<file path="src/rtl/mem_access_unit.sv">
// MEM stage of the pipelined MIPS core: req/ack data-memory access, pipeline stall and the
// MEM/WB register. Define MEM_TIMEOUT_EN to abort accesses that wait TIMEOUT cycles for dm_ack.
module mem_access_unit #(
  parameter int unsigned TIMEOUT = 255,
  parameter int unsigned TW      = 8
) (
  input  logic        clk,
  input  logic        clrn,
  input  logic        mwreg,
  input  logic        mm2reg,
  input  logic        mwmem,
  input  logic [31:0] malu,
  input  logic [31:0] mb,
  input  logic [4:0]  mrn,
  output logic        dm_req,
  output logic        dm_we,
  output logic [31:0] dm_addr,
  output logic [31:0] dm_wdata,
  input  logic        dm_ack,
  input  logic [31:0] dm_rdata,
  output logic        stall,
  output logic        wwreg,
  output logic        wm2reg,
  output logic [31:0] wmo,
  output logic [31:0] walu,
  output logic [4:0]  wrn,
  output logic        err
);

  typedef enum logic [0:0] {StIdle, StBusy} state_e;

  state_e      state_q, state_d;
  logic        req_q, req_d;
  logic        we_q, we_d;
  logic [31:0] addr_q, addr_d;
  logic [31:0] wdata_q, wdata_d;
  logic        wwreg_q, wwreg_d;
  logic        wm2reg_q, wm2reg_d;
  logic [31:0] wmo_q, wmo_d;
  logic [31:0] walu_q, walu_d;
  logic [4:0]  wrn_q, wrn_d;
  logic        err_q, err_d;

  logic memop;
  logic misal;
  logic launch;
  logic tmo;
  logic stall_c;

  assign memop  = mm2reg | mwmem;
  assign misal  = memop & (malu[1:0] != 2'b00);
  assign launch = (state_q == StIdle) & memop & ~misal;

  // The counter must be able to hold TIMEOUT-1 and TIMEOUT must be non-zero.
  if ((TIMEOUT == 0) || ((TIMEOUT >> TW) != 0)) begin : g_bad_cfg
    $error("mem_access_unit: TIMEOUT must be in 1 .. 2**TW-1");
  end

`ifdef MEM_TIMEOUT_EN
  logic [TW-1:0] cnt_q, cnt_d;

  // Abort on the TIMEOUT-th BUSY cycle without an ack; an ack in that cycle wins.
  assign tmo = (state_q == StBusy) & ~dm_ack & (cnt_q == TW'(TIMEOUT - 1));

  always_comb begin
    cnt_d = cnt_q;
    if (launch) begin
      cnt_d = '0;
    end else if ((state_q == StBusy) && !dm_ack) begin
      cnt_d = cnt_q + TW'(1);
    end
  end

  always_ff @(posedge clk or negedge clrn) begin
    if (!clrn) begin
      cnt_q <= '0;
    end else begin
      cnt_q <= cnt_d;
    end
  end
`else
  assign tmo = 1'b0;
`endif

  // Access FSM and memory-side request registers.
  always_comb begin
    state_d = state_q;
    req_d   = req_q;
    we_d    = we_q;
    addr_d  = addr_q;
    wdata_d = wdata_q;
    err_d   = err_q;
    stall_c = 1'b0;
    unique case (state_q)
      StIdle: begin
        if (launch) begin
          stall_c = 1'b1;
          state_d = StBusy;
          req_d   = 1'b1;
          we_d    = mwmem;
          addr_d  = {malu[31:2], 2'b00};
          wdata_d = mb;
        end else if (misal) begin
          err_d = 1'b1;
        end
      end
      StBusy: begin
        stall_c = ~dm_ack & ~tmo;
        if (dm_ack) begin
          state_d = StIdle;
          req_d   = 1'b0;
        end else if (tmo) begin
          state_d = StIdle;
          req_d   = 1'b0;
          err_d   = 1'b1;
        end
      end
      default: begin
        state_d = StIdle;
        req_d   = 1'b0;
      end
    endcase
  end

  // MEM/WB register: a stalled cycle becomes a bubble so the instruction writes back once.
  always_comb begin
    wwreg_d  = wwreg_q;
    wm2reg_d = wm2reg_q;
    wmo_d    = wmo_q;
    walu_d   = walu_q;
    wrn_d    = wrn_q;
    if (stall_c) begin
      wwreg_d  = 1'b0;
      wm2reg_d = 1'b0;
    end else if (tmo) begin
      wwreg_d  = 1'b0;
      wm2reg_d = 1'b0;
      wmo_d    = '0;
      walu_d   = malu;
      wrn_d    = mrn;
    end else begin
      wwreg_d  = mwreg & ~misal;
      wm2reg_d = mm2reg & ~misal;
      walu_d   = malu;
      wrn_d    = mrn;
      wmo_d    = ((state_q == StBusy) && dm_ack && mm2reg) ? dm_rdata : 32'h0;
    end
  end

  always_ff @(posedge clk or negedge clrn) begin
    if (!clrn) begin
      state_q  <= StIdle;
      req_q    <= 1'b0;
      we_q     <= 1'b0;
      addr_q   <= '0;
      wdata_q  <= '0;
      wwreg_q  <= 1'b0;
      wm2reg_q <= 1'b0;
      wmo_q    <= '0;
      walu_q   <= '0;
      wrn_q    <= '0;
      err_q    <= 1'b0;
    end else begin
      state_q  <= state_d;
      req_q    <= req_d;
      we_q     <= we_d;
      addr_q   <= addr_d;
      wdata_q  <= wdata_d;
      wwreg_q  <= wwreg_d;
      wm2reg_q <= wm2reg_d;
      wmo_q    <= wmo_d;
      walu_q   <= walu_d;
      wrn_q    <= wrn_d;
      err_q    <= err_d;
    end
  end

  assign dm_req   = req_q;
  assign dm_we    = we_q;
  assign dm_addr  = addr_q;
  assign dm_wdata = wdata_q;
  assign stall    = stall_c;
  assign wwreg    = wwreg_q;
  assign wm2reg   = wm2reg_q;
  assign wmo      = wmo_q;
  assign walu     = walu_q;
  assign wrn      = wrn_q;
  assign err      = err_q;

  a_addr_aligned: assert property (@(posedge clk) disable iff (!clrn)
    req_q |-> (addr_q[1:0] == 2'b00));

  a_req_stable: assert property (@(posedge clk) disable iff (!clrn)
    (req_q && !dm_ack && !tmo) |=>
      (req_q && $stable(addr_q) && $stable(we_q) && $stable(wdata_q)));

endmodule

</file>
<file path="config.mk">
export PLATFORM = sky130hd
export DESIGN_NAME = mem_access_unit
export DESIGN_NICKNAME = d
export VERILOG_FILES = /design/src/rtl/mem_access_unit.sv
export SDC_FILE = /design/constraint.sdc
export NUM_CORES = 1
export LEC_CHECK = 0
export ABC_AREA = 1
export BUFFER_PORTS_ARGS = -buffer_cell sky130_fd_sc_hd__buf_2
export CAP_MARGIN = 20
export CORE_UTILIZATION = 42
export CTS_CLUSTER_SIZE = 28
export DETAILED_ROUTE_END_ITERATION = 12
export HOLD_SLACK_MARGIN = 0.05
export PLACE_DENSITY = 0.81
export SKIP_LAST_GASP = 1
export SLEW_MARGIN = 20
export SYNTH_ARGS = -nofsm -noshare
export SYNTH_HDL_FRONTEND = slang
export SYNTH_SLANG_ARGS = --single-unit
export TNS_END_PERCENT = 1
</file>
<file path="constraint.sdc">
create_clock -name clk -period 1.19 [get_ports clk]
set_input_delay 0 -clock clk [delete_from_list [all_inputs] [get_ports clk]]
set_output_delay 0 -clock clk [all_outputs]
set_load 0.05 [all_outputs]
</file>
==> flow_metrics.py <==
metrics = {
    "drt": {
        "drt-wirelength-per-cell_um": 14.7,
        "vias_per_cell": 4.66,
        "drt_iter0_markers": 394,
        "detail-route-antenna-nets": 0,
        "routed_wl_um": 16700,
        "num_vias": 5289,
        "route.detailed.drc": 0,
        "first_pass_iters": 4,
    },
    "placed_design": {
        "dp_cells": 994,
        "dpl-instance-area_sq_um": 7070,
        "gp_congestion": 0.791,
        "dpl.hpwl_um": 9580,
        "io_buffers": 243,
    },
    "synthesis": {
        "synthCells": 587,
        "yosysMostFrequentCell": "nand2_1",
        "synth_common_cells": "242 x nand2_1, 137 x dfrtp_1, 63 x inv_1",
        "synth_top_area_share_pct": 62.9,
        "ys.flop_type": "dfrtp_1",
        "ys_ff_latch": 137,
        "synth_edf_count": 0,
        "synth-async-reset-ratio_pct": 100,
        "synthTopCellsByArea": "dfrtp_1 63%, nand2_1 17%, o21ai_1 4.6%, inv_1 4.3%, nand3_1 2.5%",
        "ys_warn_count": 0,
        "seq_area_frac_synth_pct": 62.9,
        "synth_cell_type_count": 21,
        "synthesis.area_sq_um": 5450,
        "syn_avg_cell_area_sq_um": 9.28,
        "synth_top_area_cell": "dfrtp_1",
    },
    "timing": {
        "hold_slack_ps": -16.9,
        "slew_violations": 0,
        "rsz0062_at_grt": "true",
        "hold_viol": 1,
        "timing.setup.tns_ps": -10160,
        "fin_crit_sh_pct": 119,
        "finClkSkew_ps": 4.97,
        "setup_viol": 121,
        "setup_slack_ps": -227,
        "fin_crit_ps": 1420,
        "fmax_mhz": 706,
    },
    "floorplan": {
        "die-area_sq_um": 13400,
        "num_rows": 41,
        "die_h_um": 116,
        "coreArea_sq_um": 12600,
        "die_w_um": 116,
        "ios": 246,
        "initial_core_util_pct": 43.2,
    },
    "setup_path": {
        "crit_fanout": 3,
        "endpoint_kind": "output pin",
        "cp.arrival_ps": 1420,
        "crit_required_ps": 1190,
        "crit_type": "reg2out",
        "start_kind": "flip-flop",
        "rrSetupSlack_ps": -160,
    },
    "clock_tree": {
        "cts_buffers": 17,
        "cts_buffer_depth": 2,
        "cts_hold_buf": 106,
        "cts_tree": "done",
        "clk_pin_slew_ps": 50,
        "clkSinkCount": 137,
        "cts_root_buf": "clkbuf_16",
        "htree_levels": 4,
        "clkLatencyLatePin_ps": 410,
    },
    "global_routing": {
        "grt_start_max_net_pins": 46,
        "overflow": 0,
        "grt_antenna_before_repair": 0,
        "grt.total_usage_pct": 25.8,
        "grt_pass1_vias": 5399,
        "grt_pass1_wl_um": 25900,
    },
    "power": {
        "powerDensity_nw_per_um2": 1780,
        "finalPower_w": 0.0155,
        "p_leak_nw": 4.97,
        "vdd_drop_max_mv": 0.905,
    },
    "layout": {
        "final_nets": 1059,
        "fillCellCount": 903,
        "final_layout_size_suffix_gt1_share_pct": 33.3,
        "n_antenna_cell": 0,
        "final_area_sq_um": 8730,
        "fin_cells": 1136,
        "area_delta_synth_final_pct": 60.1,
        "final_util_pct": 69.1,
    },
    "outcome": {
        "status": "finished, violations left",
        "violations": "negative hold slack, negative setup slack",
    },
    "job": {
        "maxCapViolCount": 0,
    },
    "hold_path": {
        "hp-class": "in2reg",
    },
}
[per-layer routing]
| metal | GRT usage, % | vias up | part of all wire, % |
|---|---|---|---|
| met3 | 7.74 | 55 | 7.0 |
| met1 | 28.6 | 2467 | 39 |
| li1 | - | 2526 | - |
| met5 | 0 | - | 0 |
| met2 | 44.1 | 241 | 50 |
| met4 | 15.0 | 0 | 4.0 |
[through the flow]
step	worst slack, ps	hold WS (ps)
floorplan	12.7	-296
global placement	-11.8	-28.5
detailed placement	-48.9	-28.9
CTS	-278	-48.5
global route	-273	-23.5
finish	-227	-16.9
[registers in the layout, indices dropped and copies added, names as in the netlist]
name      flops
dm_addr      30
dm_wdata     32
wm2reg        1
wrn           5
dm_we         1
err           1
walu         32
dm_req        1
state_q       1
wwreg         1
wmo          32
[final timing paths]
kind | to | cells past startpoint | start
min reg2reg | walu[25] | 2 | walu[25]
max | stall | 5 | state_q
max in group asynchronous | dm_addr[5] | 3 | clrn
max reg2reg | wmo[4] | 7 | state_q
min in group asynchronous | walu[15] | 2 | clrn
min | dm_req | 4 | dm_ack
[where the power goes]
| group | switching, W | internal (W) | leakage [nW] |
|---|---|---|---|
| Combinational | 0.00363 | 0.00136 | 2.97 |
| Clock | 0.00187 | 0.00294 | 0.265 |
| Sequential | 0.000374 | 0.00533 | 1.73 |
[cell type report]
type	instances	area, sq um	share of cell area (%)
Sequential cell	137	3430	39.3
Timing Repair Buffer	379	2750	31.5
Multi-Input combinational cell	351	1550	17.7
Clock buffer	22	464	5.32
Inverter	66	248	2.84
Tap cell	172	215	2.47
Clock inverter	9	75.1	0.860
[cell usage in the layout (no fill, tap or decap)]
cell,count
nand2_1,242
buf_2,241
dfrtp_1,137
dlygate4sd3_1,106
inv_1,63
o21ai_1,50
nand3_1,27
buf_12,18
clkbuf_16,17
buf_4,11
nand3_2,9
o21ai_0,9
clkinv_2,6
o21ai_2,4
clkbuf_1,3
inv_2,2
nor2_1,2
conb_1,2
clkinvlp_4,2
clkbuf_8,2
buf_6,2
clkinv_1,1
nor2_4,1
nand3_4,1
or2_4,1
nand2_8,1
a21oi_1,1
nor2_2,1
bufinv_16,1
buf_8,1
[worst max-delay path, stage by stage, from the launching register on]
cell and delay [ps]:
dfrtp_1 360, inv_2 70, or2_4 260, nand2_8 70, buf_6 110, buf_8 140
[repair_timing]
action                                  CTS  global route
endpoints found under the setup margin  117           133
resized for setup                         5             0
hold endpoints to repair                273             1
setup buffers                             2             3
pin swaps                                 2             2
[cells by family after synthesis]
group	synth area share (%)
and+or+nand+nor	21.8
DFF	62.9
buffers and inverters	9.11
AOI/OAI and AO/OA	6.15
other	0.0688
Power figures use the tool's default switching activity.
